## config.mk

```make
export PLATFORM = sky130hd
export DESIGN_NAME = pipe_hazard_ctrl_flat
export DESIGN_NICKNAME = d
export VERILOG_FILES = /design/src/rtl/pipe_hazard_if.sv /design/src/rtl/pipe_hazard_ctrl.sv /design/src/flat_wrapper.sv
export SDC_FILE = /design/constraint.sdc
export NUM_CORES = 1
export LEC_CHECK = 0
export BUFFER_PORTS_ARGS = -buffer_cell sky130_fd_sc_hd__buf_2
export CAP_MARGIN = 15
export CORE_UTILIZATION = 42
export CTS_BUF_LIST = sky130_fd_sc_hd__clkbuf_8
export DETAILED_ROUTE_END_ITERATION = 7
export GPL_TIMING_DRIVEN = 1
export PLACE_DENSITY = 0.84
export SYNTH_ARGS = -nofsm -noshare
export SYNTH_HDL_FRONTEND = slang
export SYNTH_SLANG_ARGS = --single-unit
```

## constraint.sdc

```tcl
create_clock -name clk -period 2.65 [get_ports clk]
set_clock_uncertainty 0.05 [all_clocks]
set_input_delay 0.265 -clock clk [delete_from_list [all_inputs] [get_ports clk]]
set_output_delay 0.265 -clock clk [all_outputs]
set_load 0.03 [all_outputs]
```

## src/rtl/pipe_hazard_if.sv

```systemverilog
// Control/status bundle between the pipeline datapath (master) and the hazard sequencer (slave).
interface pipe_hazard_if #(parameter int CNT_W = 32);
  logic [4:0]       id_rs, id_rt, ex_rt;
  logic             id_uses_rs, id_uses_rt, id_jump, ex_memread, ex_branch_taken;
  logic             mem_req, mem_ready, irq, eret;
  logic             if_en, if2id_en, id2ex_en, ex2mem_en, mem2wb_en;
  logic             if2id_flush, id2ex_flush, irq_take, mem_err;
  logic [1:0]       pc_sel;
  logic [CNT_W-1:0] stall_cnt;

  modport master (
    output id_rs, id_rt, ex_rt, id_uses_rs, id_uses_rt, id_jump, ex_memread, ex_branch_taken,
           mem_req, mem_ready, irq, eret,
    input  if_en, if2id_en, id2ex_en, ex2mem_en, mem2wb_en, if2id_flush, id2ex_flush,
           pc_sel, irq_take, mem_err, stall_cnt
  );
  modport slave (
    input  id_rs, id_rt, ex_rt, id_uses_rs, id_uses_rt, id_jump, ex_memread, ex_branch_taken,
           mem_req, mem_ready, irq, eret,
    output if_en, if2id_en, id2ex_en, ex2mem_en, mem2wb_en, if2id_flush, id2ex_flush,
           pc_sel, irq_take, mem_err, stall_cnt
  );
endinterface

```

## src/rtl/pipe_hazard_ctrl.sv

```systemverilog
// 5-stage pipeline sequencer: stage enables, flushes, next-PC select, memory-wait/interrupt FSM.
// Optional macro PIPE_PERF_CNT_EN enables the saturating stall-cycle counter.
module pipe_hazard_ctrl #(
  parameter int MEM_TIMEOUT = 16,
  parameter int TMO_W       = 5,
  parameter int CNT_W       = 32
) (
  input logic          clk,
  input logic          rst_n,
  pipe_hazard_if.slave hz
);
  typedef enum logic {RUN, MEMWAIT} state_t;
  localparam logic [TMO_W-1:0] TMO_LAST = TMO_W'(MEM_TIMEOUT - 1);

  state_t           state, stateNxt;
  logic [TMO_W-1:0] tmoCnt, tmoNxt;
  logic             irqMask, irqMaskNxt;
  logic             memStart, freeze, timeout, loadUse, irqReq;
  logic             ifEn, if2idEn, id2exEn, ex2memEn, mem2wbEn;
  logic             if2idFlush, id2exFlush, irqTake, memErr;
  logic [1:0]       pcSel;
  logic [CNT_W-1:0] stallCnt;

  assign memStart = (state == RUN) && hz.mem_req && !hz.mem_ready;
  assign timeout  = (state == MEMWAIT) && !hz.mem_ready && (tmoCnt == TMO_LAST);
  assign freeze   = memStart || ((state == MEMWAIT) && !hz.mem_ready && (tmoCnt < TMO_LAST));
  assign loadUse  = hz.ex_memread && (hz.ex_rt != 5'd0) &&
                    ((hz.id_uses_rs && (hz.id_rs == hz.ex_rt)) ||
                     (hz.id_uses_rt && (hz.id_rt == hz.ex_rt)));
  assign irqReq   = hz.irq && !irqMask;

  always_ff @(posedge clk or negedge rst_n) begin
    if (!rst_n) begin
      state   <= RUN;
      tmoCnt  <= '0;
      irqMask <= 1'b0;
    end else begin
      state   <= stateNxt;
      tmoCnt  <= tmoNxt;
      irqMask <= irqMaskNxt;
    end
  end

  always_comb begin
    stateNxt = state;
    tmoNxt   = tmoCnt;
    case (state)
      RUN:     if (memStart) begin stateNxt = MEMWAIT; tmoNxt = '0; end
      MEMWAIT: if (hz.mem_ready || timeout) stateNxt = RUN;
               else tmoNxt = tmoCnt + 1'b1;
      default: stateNxt = RUN;
    endcase
    // A take in the same cycle as eret keeps the mask set.
    irqMaskNxt = irqMask;
    if (irqTake)      irqMaskNxt = 1'b1;
    else if (hz.eret) irqMaskNxt = 1'b0;
  end

  always_comb begin
    ifEn = 1'b0; if2idEn = 1'b0; id2exEn = 1'b0; ex2memEn = 1'b0; mem2wbEn = 1'b0;
    if2idFlush = 1'b0; id2exFlush = 1'b0; pcSel = 2'd0; irqTake = 1'b0; memErr = 1'b0;
    if (rst_n && !freeze) begin
      ifEn = 1'b1; if2idEn = 1'b1; id2exEn = 1'b1; ex2memEn = 1'b1; mem2wbEn = 1'b1;
      memErr = timeout;
      // Branch beats irq so its target survives; the irq is taken the next cycle.
      if (hz.ex_branch_taken) begin
        pcSel = 2'd1; if2idFlush = 1'b1; id2exFlush = 1'b1;
      end else if (irqReq) begin
        pcSel = 2'd3; irqTake = 1'b1; if2idFlush = 1'b1; id2exFlush = 1'b1;
      end else if (loadUse) begin
        ifEn = 1'b0; if2idEn = 1'b0; id2exFlush = 1'b1;
      end else if (hz.id_jump) begin
        pcSel = 2'd2; if2idFlush = 1'b1;
      end
    end
  end

`ifdef PIPE_PERF_CNT_EN
  always_ff @(posedge clk or negedge rst_n) begin
    if (!rst_n)                       stallCnt <= '0;
    else if (!ifEn && stallCnt != '1) stallCnt <= stallCnt + 1'b1;
  end
`else
  assign stallCnt = '0;
`endif

  assign hz.if_en       = ifEn;
  assign hz.if2id_en    = if2idEn;
  assign hz.id2ex_en    = id2exEn;
  assign hz.ex2mem_en   = ex2memEn;
  assign hz.mem2wb_en   = mem2wbEn;
  assign hz.if2id_flush = if2idFlush;
  assign hz.id2ex_flush = id2exFlush;
  assign hz.pc_sel      = pcSel;
  assign hz.irq_take    = irqTake;
  assign hz.mem_err     = memErr;
  assign hz.stall_cnt   = stallCnt;
endmodule

```

## src/flat_wrapper.sv

```systemverilog
// flat-port wrapper written by rule: the top's interface ports become plain ports
module pipe_hazard_ctrl_flat 
#(
  parameter int MEM_TIMEOUT = 16,
  parameter int TMO_W       = 5,
  parameter int CNT_W       = 32
)
  (clk, rst_n, hz_id_rs, hz_id_rt, hz_ex_rt, hz_id_uses_rs, hz_id_uses_rt, hz_id_jump, hz_ex_memread, hz_ex_branch_taken, hz_mem_req, hz_mem_ready, hz_irq, hz_eret, hz_if_en, hz_if2id_en, hz_id2ex_en, hz_ex2mem_en, hz_mem2wb_en, hz_if2id_flush, hz_id2ex_flush, hz_pc_sel, hz_irq_take, hz_mem_err, hz_stall_cnt);
  pipe_hazard_if #(.CNT_W(CNT_W)) hz_i ();
  input logic clk;
  input logic rst_n;
  input wire logic [$bits(hz_i.id_rs)-1:0] hz_id_rs;
  input wire logic [$bits(hz_i.id_rt)-1:0] hz_id_rt;
  input wire logic [$bits(hz_i.ex_rt)-1:0] hz_ex_rt;
  input wire logic [$bits(hz_i.id_uses_rs)-1:0] hz_id_uses_rs;
  input wire logic [$bits(hz_i.id_uses_rt)-1:0] hz_id_uses_rt;
  input wire logic [$bits(hz_i.id_jump)-1:0] hz_id_jump;
  input wire logic [$bits(hz_i.ex_memread)-1:0] hz_ex_memread;
  input wire logic [$bits(hz_i.ex_branch_taken)-1:0] hz_ex_branch_taken;
  input wire logic [$bits(hz_i.mem_req)-1:0] hz_mem_req;
  input wire logic [$bits(hz_i.mem_ready)-1:0] hz_mem_ready;
  input wire logic [$bits(hz_i.irq)-1:0] hz_irq;
  input wire logic [$bits(hz_i.eret)-1:0] hz_eret;
  output wire logic [$bits(hz_i.if_en)-1:0] hz_if_en;
  output wire logic [$bits(hz_i.if2id_en)-1:0] hz_if2id_en;
  output wire logic [$bits(hz_i.id2ex_en)-1:0] hz_id2ex_en;
  output wire logic [$bits(hz_i.ex2mem_en)-1:0] hz_ex2mem_en;
  output wire logic [$bits(hz_i.mem2wb_en)-1:0] hz_mem2wb_en;
  output wire logic [$bits(hz_i.if2id_flush)-1:0] hz_if2id_flush;
  output wire logic [$bits(hz_i.id2ex_flush)-1:0] hz_id2ex_flush;
  output wire logic [$bits(hz_i.pc_sel)-1:0] hz_pc_sel;
  output wire logic [$bits(hz_i.irq_take)-1:0] hz_irq_take;
  output wire logic [$bits(hz_i.mem_err)-1:0] hz_mem_err;
  output wire logic [$bits(hz_i.stall_cnt)-1:0] hz_stall_cnt;
  assign hz_i.id_rs = hz_id_rs;
  assign hz_i.id_rt = hz_id_rt;
  assign hz_i.ex_rt = hz_ex_rt;
  assign hz_i.id_uses_rs = hz_id_uses_rs;
  assign hz_i.id_uses_rt = hz_id_uses_rt;
  assign hz_i.id_jump = hz_id_jump;
  assign hz_i.ex_memread = hz_ex_memread;
  assign hz_i.ex_branch_taken = hz_ex_branch_taken;
  assign hz_i.mem_req = hz_mem_req;
  assign hz_i.mem_ready = hz_mem_ready;
  assign hz_i.irq = hz_irq;
  assign hz_i.eret = hz_eret;
  assign hz_if_en = hz_i.if_en;
  assign hz_if2id_en = hz_i.if2id_en;
  assign hz_id2ex_en = hz_i.id2ex_en;
  assign hz_ex2mem_en = hz_i.ex2mem_en;
  assign hz_mem2wb_en = hz_i.mem2wb_en;
  assign hz_if2id_flush = hz_i.if2id_flush;
  assign hz_id2ex_flush = hz_i.id2ex_flush;
  assign hz_pc_sel = hz_i.pc_sel;
  assign hz_irq_take = hz_i.irq_take;
  assign hz_mem_err = hz_i.mem_err;
  assign hz_stall_cnt = hz_i.stall_cnt;
  pipe_hazard_ctrl #(.MEM_TIMEOUT(MEM_TIMEOUT), .TMO_W(TMO_W), .CNT_W(CNT_W)) u_core (.clk(clk), .rst_n(rst_n), .hz(hz_i));
endmodule
```

==> run_results.csv <==
group,metric,value,unit
status,outcome,"finished clean",
power_and_ir_drop,peakVddDrop,0.242,mV
route,via_per_inst,4.45,
cts,clock_latency,0.23,ns
cts,cts_made_buffers,3,
global_route,antenna_found_initial,0,
logic_synthesis,synthesis.area,938,sq um
power_and_ir_drop,p_int,0.277,mW
critical_path,crit_path_start_kind,"input pin",
placed_design,numPortBuffers,36,
logic_synthesis,yosys.area_share.adder,0.0267,
cells_and_area,layout-drive-gt1-share,0.327,
cts,cts_sinks,7,
logic_synthesis,synth_cells,113,
floorplan,die_area,0.00243,sq mm
floorplan,io_pins,69,
floorplan,die_h,49.3,microns
power_and_ir_drop,p_sw_frac,0.413,
power_and_ir_drop,power,0.471,mW
timing,setup_viol,0,
timing,timing.hold.ws,0.250,ns
route,drc,0,
logic_synthesis,synth_top_family_by_area,"buffers and inverters",
power_and_ir_drop,p_comb_frac,0.411,
cells_and_area,syn2layout_area_growth,10.9,%
floorplan,start_util,0.464,
timing,finalCritPeriodShare,0.832,
logic_synthesis,yosysSeqAreaShare,0.187,
floorplan,die_w,49.3,microns
power_and_ir_drop,p_clk_frac,0.314,
critical_path,crit_arrival,1.89,ns
logic_synthesis,yosysTopAreaCell,"buf_4",
worst_hold_path,hold_depth,3,
power_and_ir_drop,p_leak,0.572,nW
logic_synthesis,syn_area_per_cell,8.30,sq um
logic_synthesis,ys.flop_type,"dfrtp_1",
route,drt-total-wl,1750,microns
logic_synthesis,synthMuxAreaShare,0,
logic_synthesis,synth_xor_xnor_area_share,0.0933,
job,drv_cap,0,
logic_synthesis,synth_cell_type_count,37,
logic_synthesis,yosysWarnings,0,
power_and_ir_drop,power_switching,0.195,mW
logic_synthesis,synth_compound_area_frac,0.183,
timing,fin_crit,2.20,ns
cells_and_area,instances_no_fill,174,
timing,hold_viol_final,0,
cells_and_area,final_cell_area,0.00104,sq mm
timing,final_max_slew_viol_count,0,
cts,htreeDepth,1,
logic_synthesis,synthTopCellsByCount,"buf_4, xnor2_1, dfrtp_1, nand2_1",
route,dr.pass1.iters,4,
timing,max_clock_freq,454,MHz
cells_and_area,diodes,0,
placed_design,dpl.cell_count,169,
power_and_ir_drop,seq_power_share,0.276,
logic_synthesis,synth.most_common_cell,"buf_4",
worst_hold_path,hold_path.class,"in -> reg",
power_and_ir_drop,power.density,453,mW/mm^2
critical_path,worstRegToRegCells,7,
timing,fin_ws,0.445,ns
timing,finalSetupTns,0,ns
floorplan,core_area,0.00202,sq mm
placed_design,dpl_worst_slack,0.628,ns
critical_path,required,2.34,ns
logic_synthesis,ys_ff_latch,7,
logic_synthesis,synth-simple-area-share,0.189,
global_route,grt_pass1_wl,2660,microns
route,vias,775,
global_route,grt_use_total,0.144,
critical_path,crit_path_end_kind,"output pin",
timing,rsz0062_at_grt,"false",
cells_and_area,nNetsFinal,176,
route,wl_per_cell,10.1,microns
cts,cts_resized,0,
cts,clkTransAtPathRegs,0.04,ns
critical_path,rrSetupSlack,0.63,ns
cts,post_cts_buffers,0,
logic_synthesis,ys_async_sr_fraction,1.00,
global_route,grt_overflow,0,
cts,root_buffer,"clkbuf_8",
placed_design,place_congestion,0.710,
cells_and_area,fin_util,0.515,
cts,cts_tree,"yes",
global_route,grt_max_degree,12,
floorplan,placementRows,16,
route,antenna_left,0,
critical_path,crit_type,"in -> out",
critical_path,worst-path-max-fanout,8,
logic_synthesis,synth-edff-count,0,
route,drt_iter0_drc,10,
cts,clk_path_buf_depth,2,
logic_synthesis,synthTopCellsByArea,"buf_4, dfrtp_1, xnor2_1",
placed_design,post-dp-hpwl,1470,microns
placed_design,place_area,986,sq um
global_route,grt_pass1_vias,654,
logic_synthesis,synth_top_area_share,0.280,
[critical path, cell delays in order]
cell and delay, ns:
dlygate4sd3_1 0.51, buf_2 0.22, o221ai_4 0.19, or3_1 0.37, a21oi_1 0.12, buf_2 0.21
[metal layers]
| metal | vias to the layer above | global-route usage | routed length (microns) |
|---|---|---|---|
| met1 | 345 | 0.137 | 602 |
| li1 | 380 | - | - |
| met3 | 3 | 0.0592 | 187 |
| met2 | 47 | 0.267 | 946 |
| met4 | 0 | 0.0588 | 19 |
| met5 | - | 0 | 0 |
[power by group through the flow]
stage / Clock (mW) / Combinational [mW] / Sequential, mW
final: 0.148 / 0.194 / 0.130
after floorplan: 0 / 0.192 / 0.126
after global routing: 0.161 / 0.208 / 0.131
after CTS: 0.149 / 0.194 / 0.130
after detailed placement: 0 / 0.193 / 0.131
after global placement: 0 / 0.188 / 0.130
[layout make-up]
| class | instances | area, sq um |
|---|---|---|
| clock buffer | 3 | 41.3 |
| clock inverter | 1 | 3.75 |
| fill | 205 | 981 |
| inverter | 4 | 15.0 |
| multi-input combinational | 95 | 582 |
| sequential | 7 | 175 |
| tap | 27 | 33.8 |
| timing repair buffer | 37 | 190 |
[placed cells by master, fill, tap and decap left out, types with 2 or more instances in the layout]
master     n
a21o_1     3
a21oi_1    3
a22o_1     5
buf_2     36
clkbuf_8   3
conb_1    32
dfrtp_1    7
ha_1       2
inv_1      5
nand2_1    6
nand2b_1   2
nand4_1    2
nor2_1     5
nor2b_1    2
nor3_1     2
o21bai_1   2
o31ai_1    2
xnor2_1   10
[sequential cells by signal, indices dropped and copies added, names as in the netlist]
| name | flops |
|---|---|
| u_core.irqMask | 1 |
| u_core.state | 1 |
| u_core.tmoCnt | 5 |
[kinds of logic (layout without fill, tap and decap cells)]
family	count (synthesis)	count (layout)
buf+inv	42	45
simple gates	30	30
compound gates	21	21
xor+xnor	10	10
flops	7	7
fa+ha+maj	2	2
other cells	1	32
[final timing paths]
path                                   from                to
min in group asynchronous             rst_n  u_core.tmoCnt[3]
hold / removal                      hz_eret    u_core.irqMask
setup / recovery                      rst_n      hz_pc_sel[1]
max in group asynchronous             rst_n  u_core.tmoCnt[0]
setup reg to reg           u_core.tmoCnt[0]  u_core.tmoCnt[2]
hold reg to reg              u_core.irqMask    u_core.irqMask
[timing repair]
| item | in CTS | in global routing |
|---|---|---|
| hold buffers | 1 | 0 |
| setup endpoints to repair | 0 | 0 |
| hold endpoints to repair | 7 | 0 |
No activity file was read; power rests on OpenSTA's default activity.
